[src/rtl/shift_arbiter_pkg.sv]
// Shared types and constants for the two-requester shift arbiter.
// Imported by the arbiter top and its shifter sub-module.
package shift_arbiter_pkg;

    localparam int NUM_REQ = 2;
    localparam int DATA_W  = 32;
    localparam int SHAMT_W = $clog2(DATA_W);

    typedef enum logic [1:0] {
        S_IDLE = 2'd0,
        S_EXEC = 2'd1,
        S_RESP = 2'd2
    } state_t;

    typedef enum logic {
        OP_SLL = 1'b0,
        OP_SRL = 1'b1
    } op_t;

endpackage

[src/rtl/shift_left_logical.sv]
// Logarithmic barrel shifter, logical left shift with zero fill.
// Stage s shifts by 2**s when shamt bit s is set.
module shift_left_logical #(
    parameter int N = 32,
    parameter int L = $clog2(N)
) (
    input  logic [N-1:0] i_data,
    input  logic [L-1:0] i_shamt,
    output logic [N-1:0] o_data
);

    logic [N-1:0] w_stage [0:L];

    assign w_stage[0] = i_data;

    for (genvar s = 0; s < L; s++) begin : g_stage
        localparam int SH = 1 << s;
        // Conditionally shift the previous stage by this stage's weight
        assign w_stage[s+1] = i_shamt[s]
            ? {w_stage[s][N-1-SH:0], {SH{1'b0}}}
            : w_stage[s];
    end

    assign o_data = w_stage[L];

endmodule

[src/rtl/shift_arbiter.sv]
// Round-robin arbiter and sequencer for the shared 32-bit shifter.
// SRL is produced by bit-reversing around the left shifter.
module shift_arbiter
    import shift_arbiter_pkg::*;
#(
    parameter int N = 32,
    parameter int L = $clog2(N)
) (
    input  logic                 clk,
    input  logic                 rst,
    input  logic [NUM_REQ-1:0]   req_valid,
    output logic [NUM_REQ-1:0]   req_ready,
    input  logic [NUM_REQ*N-1:0] req_data,
    input  logic [NUM_REQ*L-1:0] req_shamt,
    input  logic [NUM_REQ-1:0]   req_op,
    output logic [NUM_REQ-1:0]   resp_valid,
    input  logic [NUM_REQ-1:0]   resp_ready,
    output logic [N-1:0]         resp_data
);

    state_t              r_state;
    logic                r_last;
    logic                r_owner;
    logic [N-1:0]        r_data;
    logic [L-1:0]        r_shamt;
    op_t                 r_op;
    logic [N-1:0]        r_result;
    logic [NUM_REQ-1:0]  r_resp_valid;

    logic [NUM_REQ-1:0]  w_grant;
    logic                w_win;
    logic                w_accept;
    logic [N-1:0]        w_sel_data;
    logic [L-1:0]        w_sel_shamt;
    op_t                 w_sel_op;
    logic [N-1:0]        w_rev_in;
    logic [N-1:0]        w_sh_in;
    logic [N-1:0]        w_sh_out;
    logic [N-1:0]        w_rev_out;
    logic [N-1:0]        w_result;

    // Grant one-hot in idle; a tie goes to the requester not served last
    always_comb begin
        w_grant = '0;
        if (!rst && r_state == S_IDLE) begin
            case (req_valid)
                2'b01:   w_grant = 2'b01;
                2'b10:   w_grant = 2'b10;
                2'b11:   w_grant = r_last ? 2'b01 : 2'b10;
                default: w_grant = 2'b00;
            endcase
        end
    end

    assign req_ready   = w_grant;
    assign w_win       = w_grant[1];
    assign w_accept    = |w_grant;
    assign w_sel_data  = req_data[N*w_win +: N];
    assign w_sel_shamt = req_shamt[L*w_win +: L];
    assign w_sel_op    = op_t'(req_op[w_win]);

    for (genvar i = 0; i < N; i++) begin : g_rev
        assign w_rev_in[i]  = r_data[N-1-i];
        assign w_rev_out[i] = w_sh_out[N-1-i];
    end

    assign w_sh_in = (r_op == OP_SRL) ? w_rev_in : r_data;

    shift_left_logical #(
        .N (N),
        .L (L)
    ) u_sll (
        .i_data  (w_sh_in),
        .i_shamt (r_shamt),
        .o_data  (w_sh_out)
    );

    assign w_result = (r_op == OP_SRL) ? w_rev_out : w_sh_out;

    // Transaction sequencer: accept, shift, then hold result until taken
    always_ff @(posedge clk) begin
        if (rst) begin
            r_state      <= S_IDLE;
            r_last       <= 1'b1;
            r_owner      <= 1'b0;
            r_data       <= '0;
            r_shamt      <= '0;
            r_op         <= OP_SLL;
            r_result     <= '0;
            r_resp_valid <= '0;
        end else begin
            case (r_state)
                S_IDLE: begin
                    if (w_accept) begin
                        r_owner <= w_win;
                        r_last  <= w_win;
                        r_data  <= w_sel_data;
                        r_shamt <= w_sel_shamt;
                        r_op    <= w_sel_op;
                        r_state <= S_EXEC;
                    end
                end
                S_EXEC: begin
                    r_result     <= w_result;
                    r_resp_valid <= {r_owner, ~r_owner};
                    r_state      <= S_RESP;
                end
                S_RESP: begin
                    if (resp_ready[r_owner]) begin
                        r_resp_valid <= '0;
                        r_state      <= S_IDLE;
                    end
                end
                default: begin
                    r_resp_valid <= '0;
                    r_state      <= S_IDLE;
                end
            endcase
        end
    end

    assign resp_valid = r_resp_valid;
    assign resp_data  = r_result;

endmodule

[config.mk]
export PLATFORM = sky130hd
export DESIGN_NAME = shift_arbiter
export DESIGN_NICKNAME = d
export VERILOG_FILES = /design/src/rtl/shift_arbiter_pkg.sv /design/src/rtl/shift_left_logical.sv /design/src/rtl/shift_arbiter.sv
export SDC_FILE = /design/constraint.sdc
export NUM_CORES = 1
export LEC_CHECK = 0
export CELL_PAD_IN_SITES_DETAIL_PLACEMENT = 1
export CELL_PAD_IN_SITES_GLOBAL_PLACEMENT = 1
export CORE_ASPECT_RATIO = 1.4
export CORE_UTILIZATION = 39
export CTS_BUF_LIST = sky130_fd_sc_hd__clkbuf_16
export DETAILED_ROUTE_END_ITERATION = 6
export HOLD_SLACK_MARGIN = 0.08
export PLACE_DENSITY = 0.79
export SYNTH_ARGS = -nofsm -noshare
export SYNTH_HDL_FRONTEND = slang
export SYNTH_SLANG_ARGS = --single-unit
[constraint.sdc]
create_clock -name clk -period 6.1 [get_ports clk]
set_clock_uncertainty 0.1 [all_clocks]
set_input_delay 1.22 -clock clk [delete_from_list [all_inputs] [get_ports clk]]
set_output_delay 1.22 -clock clk [all_outputs]
set_load 0.05 [all_outputs]
# After elaboration in Yosys (flattened, before gate mapping)
# Index checks and enable logic that the tools add are counted.
[classes]
n_mul = 1
magnitude_cmp = 2
eq_ne = 7
shift = 2
mux = 18
n_bitwise = 2
n_reduce_logical = 7
[ops]
columns = ["cell", "count"]
rows = [
  ["$mux W32", 7],
  ["$shiftx A64 B7 Y32", 1],
  ["$pmux W2 S3", 3],
  ["$shiftx A10 B5 Y5", 1],
  ["$mux W2", 4],
  ["$eq A2 B2 Y1 const B", 3],
  ["$reduce_and A2 Y1", 3],
  ["$eq A2 B1 Y1 const B", 2],
  ["$lt A1 B2 Y1 const B", 2],
  ["$mul A3 B1 Y4 const A", 1],
  ["$mux W1", 4],
  ["$ne A2 B2 Y1 const B", 2],
  ["$logic_not A2 Y1", 1],
  ["$not A1 Y1", 2],
  ["$reduce_or A2 Y1", 1],
  ["$logic_and A1 B1 Y1", 1],
  ["$logic_not A1 Y1", 1],
]
[word_totals]
ff_bits = 76
word_cells = 47

# Depth between registers and ports, before layout
[logic_depth]
word_depth = 7
ltp_mapped = 11
ltp_nobuf = 6

# By module
# Synthesis repeated with hierarchy kept, for this count alone.
[hier_totals]
cells_unflattened = 619
hier_area_um2 = 5695.5
[modules_own_cells]
columns = ["mod", "instances", "cells_per_inst", "area_per_inst_um2", "seq_area_each_um2"]
rows = [
  ["shift_arbiter", 1, 436, 3921.3, 1521.5],
  ["shift_left_logical", 1, 183, 1774.2, 0.0],
]

# Least setup slack after synthesis
# Ideal clock, no wire load.
[synth_path]
path_kind = "input to output"
start = "input rst"
end = "output req_ready[0]"
arrival_time_ps = 2305
t_required_ps = 4780
path_slack_ps = 2475
stages = 4
n_path_buf = 1
cell_sequence = "nor3_1 -> nand3_1 -> inv_1 -> clkbuf_1"
[synth_between]
elab_chain_cells = 3
[synth_rtl]
columns = ["element", "line", "rtl"]
rows = [
  ["start, declared", "shift_arbiter.sv:10", "input logic rst,"],
  ["$logic_not A1 Y1", "shift_arbiter.sv:45", "if (!rst && r_state == S_IDLE) begin"],
  ["$logic_and A1 B1 Y1", "shift_arbiter.sv:45", ""],
  ["$mux W2", "shift_arbiter.sv:45", ""],
  ["end, declared", "shift_arbiter.sv:12", "output logic [NUM_REQ-1:0] req_ready,"],
]
# Every way passes these cells.

# Worst setup path after layout
[layout_path]
start = "input req_valid[0]"
end = "output req_ready[1]"
[layout_between]
elab_chain_cells = 3
[layout_rtl]
columns = ["element", "line", "rtl"]
rows = [
  ["start, declared", "shift_arbiter.sv:11", "input logic [NUM_REQ-1:0] req_valid,"],
  ["$eq A2 B2 Y1 / $eq A2 B1 Y1 (equally long branches)", "shift_arbiter.sv:46", "case (req_valid)"],
  ["$pmux W2 S3 (*)", "shift_arbiter.sv:46", ""],
  ["$mux W2 (*)", "shift_arbiter.sv:45", ""],
]
# Mark *: on every way between the ends. The rest lies on a longest branch, timed or not.

==> impl_metrics.json <==
{
  "drive_gt1_frac": 0.1576,
  "leakagePower_nw": 2.583,
  "num_antenna_cells": 0,
  "crit_path_max_incr_delay_ns": 0.80,
  "clkLatencyLatePin_ns": 0.35,
  "reg2reg_slack_ns": 2.44,
  "ys.flop_type": "dfxtp_1",
  "async_flop_share": 0,
  "vias": 6251,
  "place_area_um2": 7350,
  "powerDensity_nw_per_um2": 264.5,
  "crit_path_start": "req_valid[0]",
  "grt_pass1_wl_um": 34580,
  "ys_top_cells_by_count": "116 x nand2_1, 99 x nor2_1, 76 x dfxtp_1",
  "grt_max_degree": 79,
  "cp-end-kind": "output port",
  "cp.arrival_ns": 2.73,
  "reg2reg_from": "r_shamt[0]$_SDFFE_PP0P_",
  "max_cap_viol_count": 0,
  "ant_nets": 0,
  "gp_congestion": 0.9017,
  "die-height_um": 150.7,
  "internal_power_w": 0.001218,
  "synth_top_area_cell": "dfxtp_1",
  "rsz0062_at_grt": "no",
  "syn-mean-instance-area_um2": 8.425,
  "htreeDepth": 3,
  "area_growth_pct": 24.42,
  "crit_buf_inv": 3,
  "dieArea_um2": 16300,
  "die_x_um": 108.2,
  "netlist_area_um2": 6158,
  "cts_buffer_depth": 2,
  "period_needed_ns": 4.050,
  "viasPerCell": 6.239,
  "cp.depth": 5,
  "hold_depth": 2,
  "status": "complete, no violations",
  "grt.total_usage": 0.2753,
  "netlist_instances": 731,
  "timing.rr.end": "resp_data[25]$_SDFFE_PP0N_",
  "post-route-period-util": 0.6640,
  "worst_path_max_delay_cell": "clkdlybuf4s50_1",
  "synth_top_cell_area_share": 0.2471,
  "cts-root-buf": "clkbuf_16",
  "ys_types": 61,
  "final_cells": 1002,
  "setup_viol": 0,
  "fmax_mhz": 246.9,
  "io_pins": 118,
  "finalInstanceArea_um2": 7662,
  "clock-sinks": 76,
  "worstHoldPathType": "reg -> reg",
  "synth_edf_count": 0,
  "power_switching_w": 0.0008090,
  "cts_hold_buf": 0,
  "synth-seq-area-share": 0.2471,
  "portBuffers": 117,
  "r2r_cells": 6,
  "placed_cells": 986,
  "hold_viol_final": 0,
  "synth_top_cells_by_area": "dfxtp_1 25%, mux4_2 14%, mux2_2 7.5%, nand2_1 7.1%, a311oi_1 6.1%",
  "cts-buffers-inserted": 9,
  "tightestPinTransition_ns": 0.8868,
  "cts_resized": 0,
  "overflow": 0,
  "clk_pin_slew_ns": 0.07,
  "drt_iter0_drc": 298,
  "power_frac_clock": 0.284,
  "ir_worst_vdd_mv": 0.1132,
  "path_class": "in -> out",
  "dpl_worst_slack_ns": 2.022,
  "slew_headroom": 0.4066,
  "synth.net_count": 813,
  "dpl.hpwl_um": 16140,
  "ys_warn_count": 0,
  "fp-row-count": 54,
  "drcViolationCount": 0,
  "crit_family": "buffers and inverters",
  "tns_ns": 0,
  "first_pass_iters": 4,
  "post_cts_buffers": 0,
  "fin_ws_ns": 2.050,
  "wire_per_inst_um": 21.63,
  "seqPwrFrac": 0.312,
  "power_frac_comb": 0.404,
  "cp-endpoint": "req_ready[1]",
  "crit_chain": "clkdlybuf4s50_1 -> nand2_1 -> nand3_2 -> inv_1 -> clkdlybuf4s50_1",
  "cts_tree": "built",
  "nets": 883,
  "antenna_found_initial": 0,
  "start_util": 0.3963,
  "critical_path_peak_fanout": 2,
  "routed_wl_um": 21670,
  "ys_seq_elements": 76,
  "fillers": 1852,
  "path_common_cell": "clkdlybuf4s50_1",
  "core_region_area_um2": 15540,
  "slew_viol_final": 0,
  "grt_pass1_vias": 6402,
  "critPathRequiredTime_ns": 4.78,
  "synth_most_common_cell": "nand2_1",
  "cp-start-kind": "input pin",
  "switching_share": 0.3992
}
-- cell families (layout without fill, tap and decap cells) --
logic type,after synthesis,in the layout,synth area share
simple gates,280,280,0.1936
mux,117,117,0.2779
buf+inv,79,154,0.06075
flops,76,76,0.2471
xor+xnor,1,1,0.001422
compound gates,178,178,0.2192
-- through the flow --
stage | total power (W) | hold slack, ns | utilization
after floorplan | 0.001183 | 0.3500 | -
after global placement | 0.001429 | 0.3476 | 0.4729
after detailed placement | 0.001453 | 0.3705 | 0.4729
after CTS | 0.002034 | 0.3876 | 0.4931
after global routing | 0.002127 | 0.4210 | 0.4931
final | 0.002027 | 0.3814 | 0.4931
-- layer usage --
metal	vias to the layer above	track usage	routed length, um
met5	-	0	0
met4	0	0.1089	779
met3	51	0.03896	794
met2	183	0.5073	11470
met1	3095	0.3144	8626
li1	2922	-	-
-- how the worst min path moves through the flow --
| stage | from | to | slack (ns) |
|---|---|---|---|
| 2_1_floorplan | r_last$_SDFFE_PP1P_ | r_last$_SDFFE_PP1P_ | 0.35 |
| 6_report | resp_data[24]$_SDFFE_PP0N_ | resp_data[24]$_SDFFE_PP0N_ | 0.38 |
| 3_5_place_dp | resp_data[24]$_SDFFE_PP0N_ | resp_data[24]$_SDFFE_PP0N_ | 0.37 |
| 5_1_grt | resp_data[7]$_SDFFE_PP0N_ | resp_data[7]$_SDFFE_PP0N_ | 0.42 |
| 4_1_cts | resp_data[24]$_SDFFE_PP0N_ | resp_data[24]$_SDFFE_PP0N_ | 0.39 |
| 3_3_place_gp | resp_data[24]$_SDFFE_PP0N_ | resp_data[24]$_SDFFE_PP0N_ | 0.35 |
-- state kept, by name, summed over array words and instances (netlist names) --
name,flops
r_op,1
r_shamt,5
r_state,2
r_owner,1
r_data,32
resp_valid,2
resp_data,32
r_last,1
-- final cells by class --
| class | instances | area, um2 | area share |
|---|---|---|---|
| sequential | 76 | 1526 | 0.1992 |
| multi-input combinational | 576 | 4270 | 0.5573 |
| clock buffer | 9 | 225.2 | 0.02939 |
| tap | 196 | 245.2 | 0.03201 |
| timing repair buffer | 131 | 1281 | 0.1672 |
| inverter | 7 | 26.28 | 0.003429 |
| clock inverter | 7 | 87.58 | 0.01143 |
-- power groups by stage --
stage / registers, W / clock network (W) / logic [W]
2_1_floorplan: 0.000698 / 0 / 0.000485
3_3_place_gp: 0.000636 / 0 / 0.000793
3_5_place_dp: 0.000643 / 0 / 0.000810
4_1_cts: 0.000632 / 0.000587 / 0.000815
5_1_grt: 0.000642 / 0.000610 / 0.000875
6_report: 0.000632 / 0.000576 / 0.000818
-- worst register-to-register path, cell delays in order, from the launching register on --
cell     delay, ns
dfxtp_4       0.69
buf_4         0.67
mux2_2        0.44
mux4_2        0.55
mux4_2        0.52
mux2i_1       0.40
a21oi_1       0.14
-- cell usage in the layout, fill, tap and decap left out, types with 7 or more instances in the layout --
cell type          n
nand2_1          116
clkdlybuf4s50_1  115
nor2_1            99
dfxtp_1           74
a311oi_1          43
mux2_2            41
mux4_2            39
mux2i_1           36
a21oi_1           24
nand3_1           15
o21ai_0           15
buf_4             14
nor3_1            13
a211oi_1          13
a221oi_1          13
nand2b_1          10
clkbuf_16          9
o211ai_1           8
inv_1              7
o22ai_1            7
a32oi_1            7
o31ai_1            7
Power figures use the tool's default switching activity.
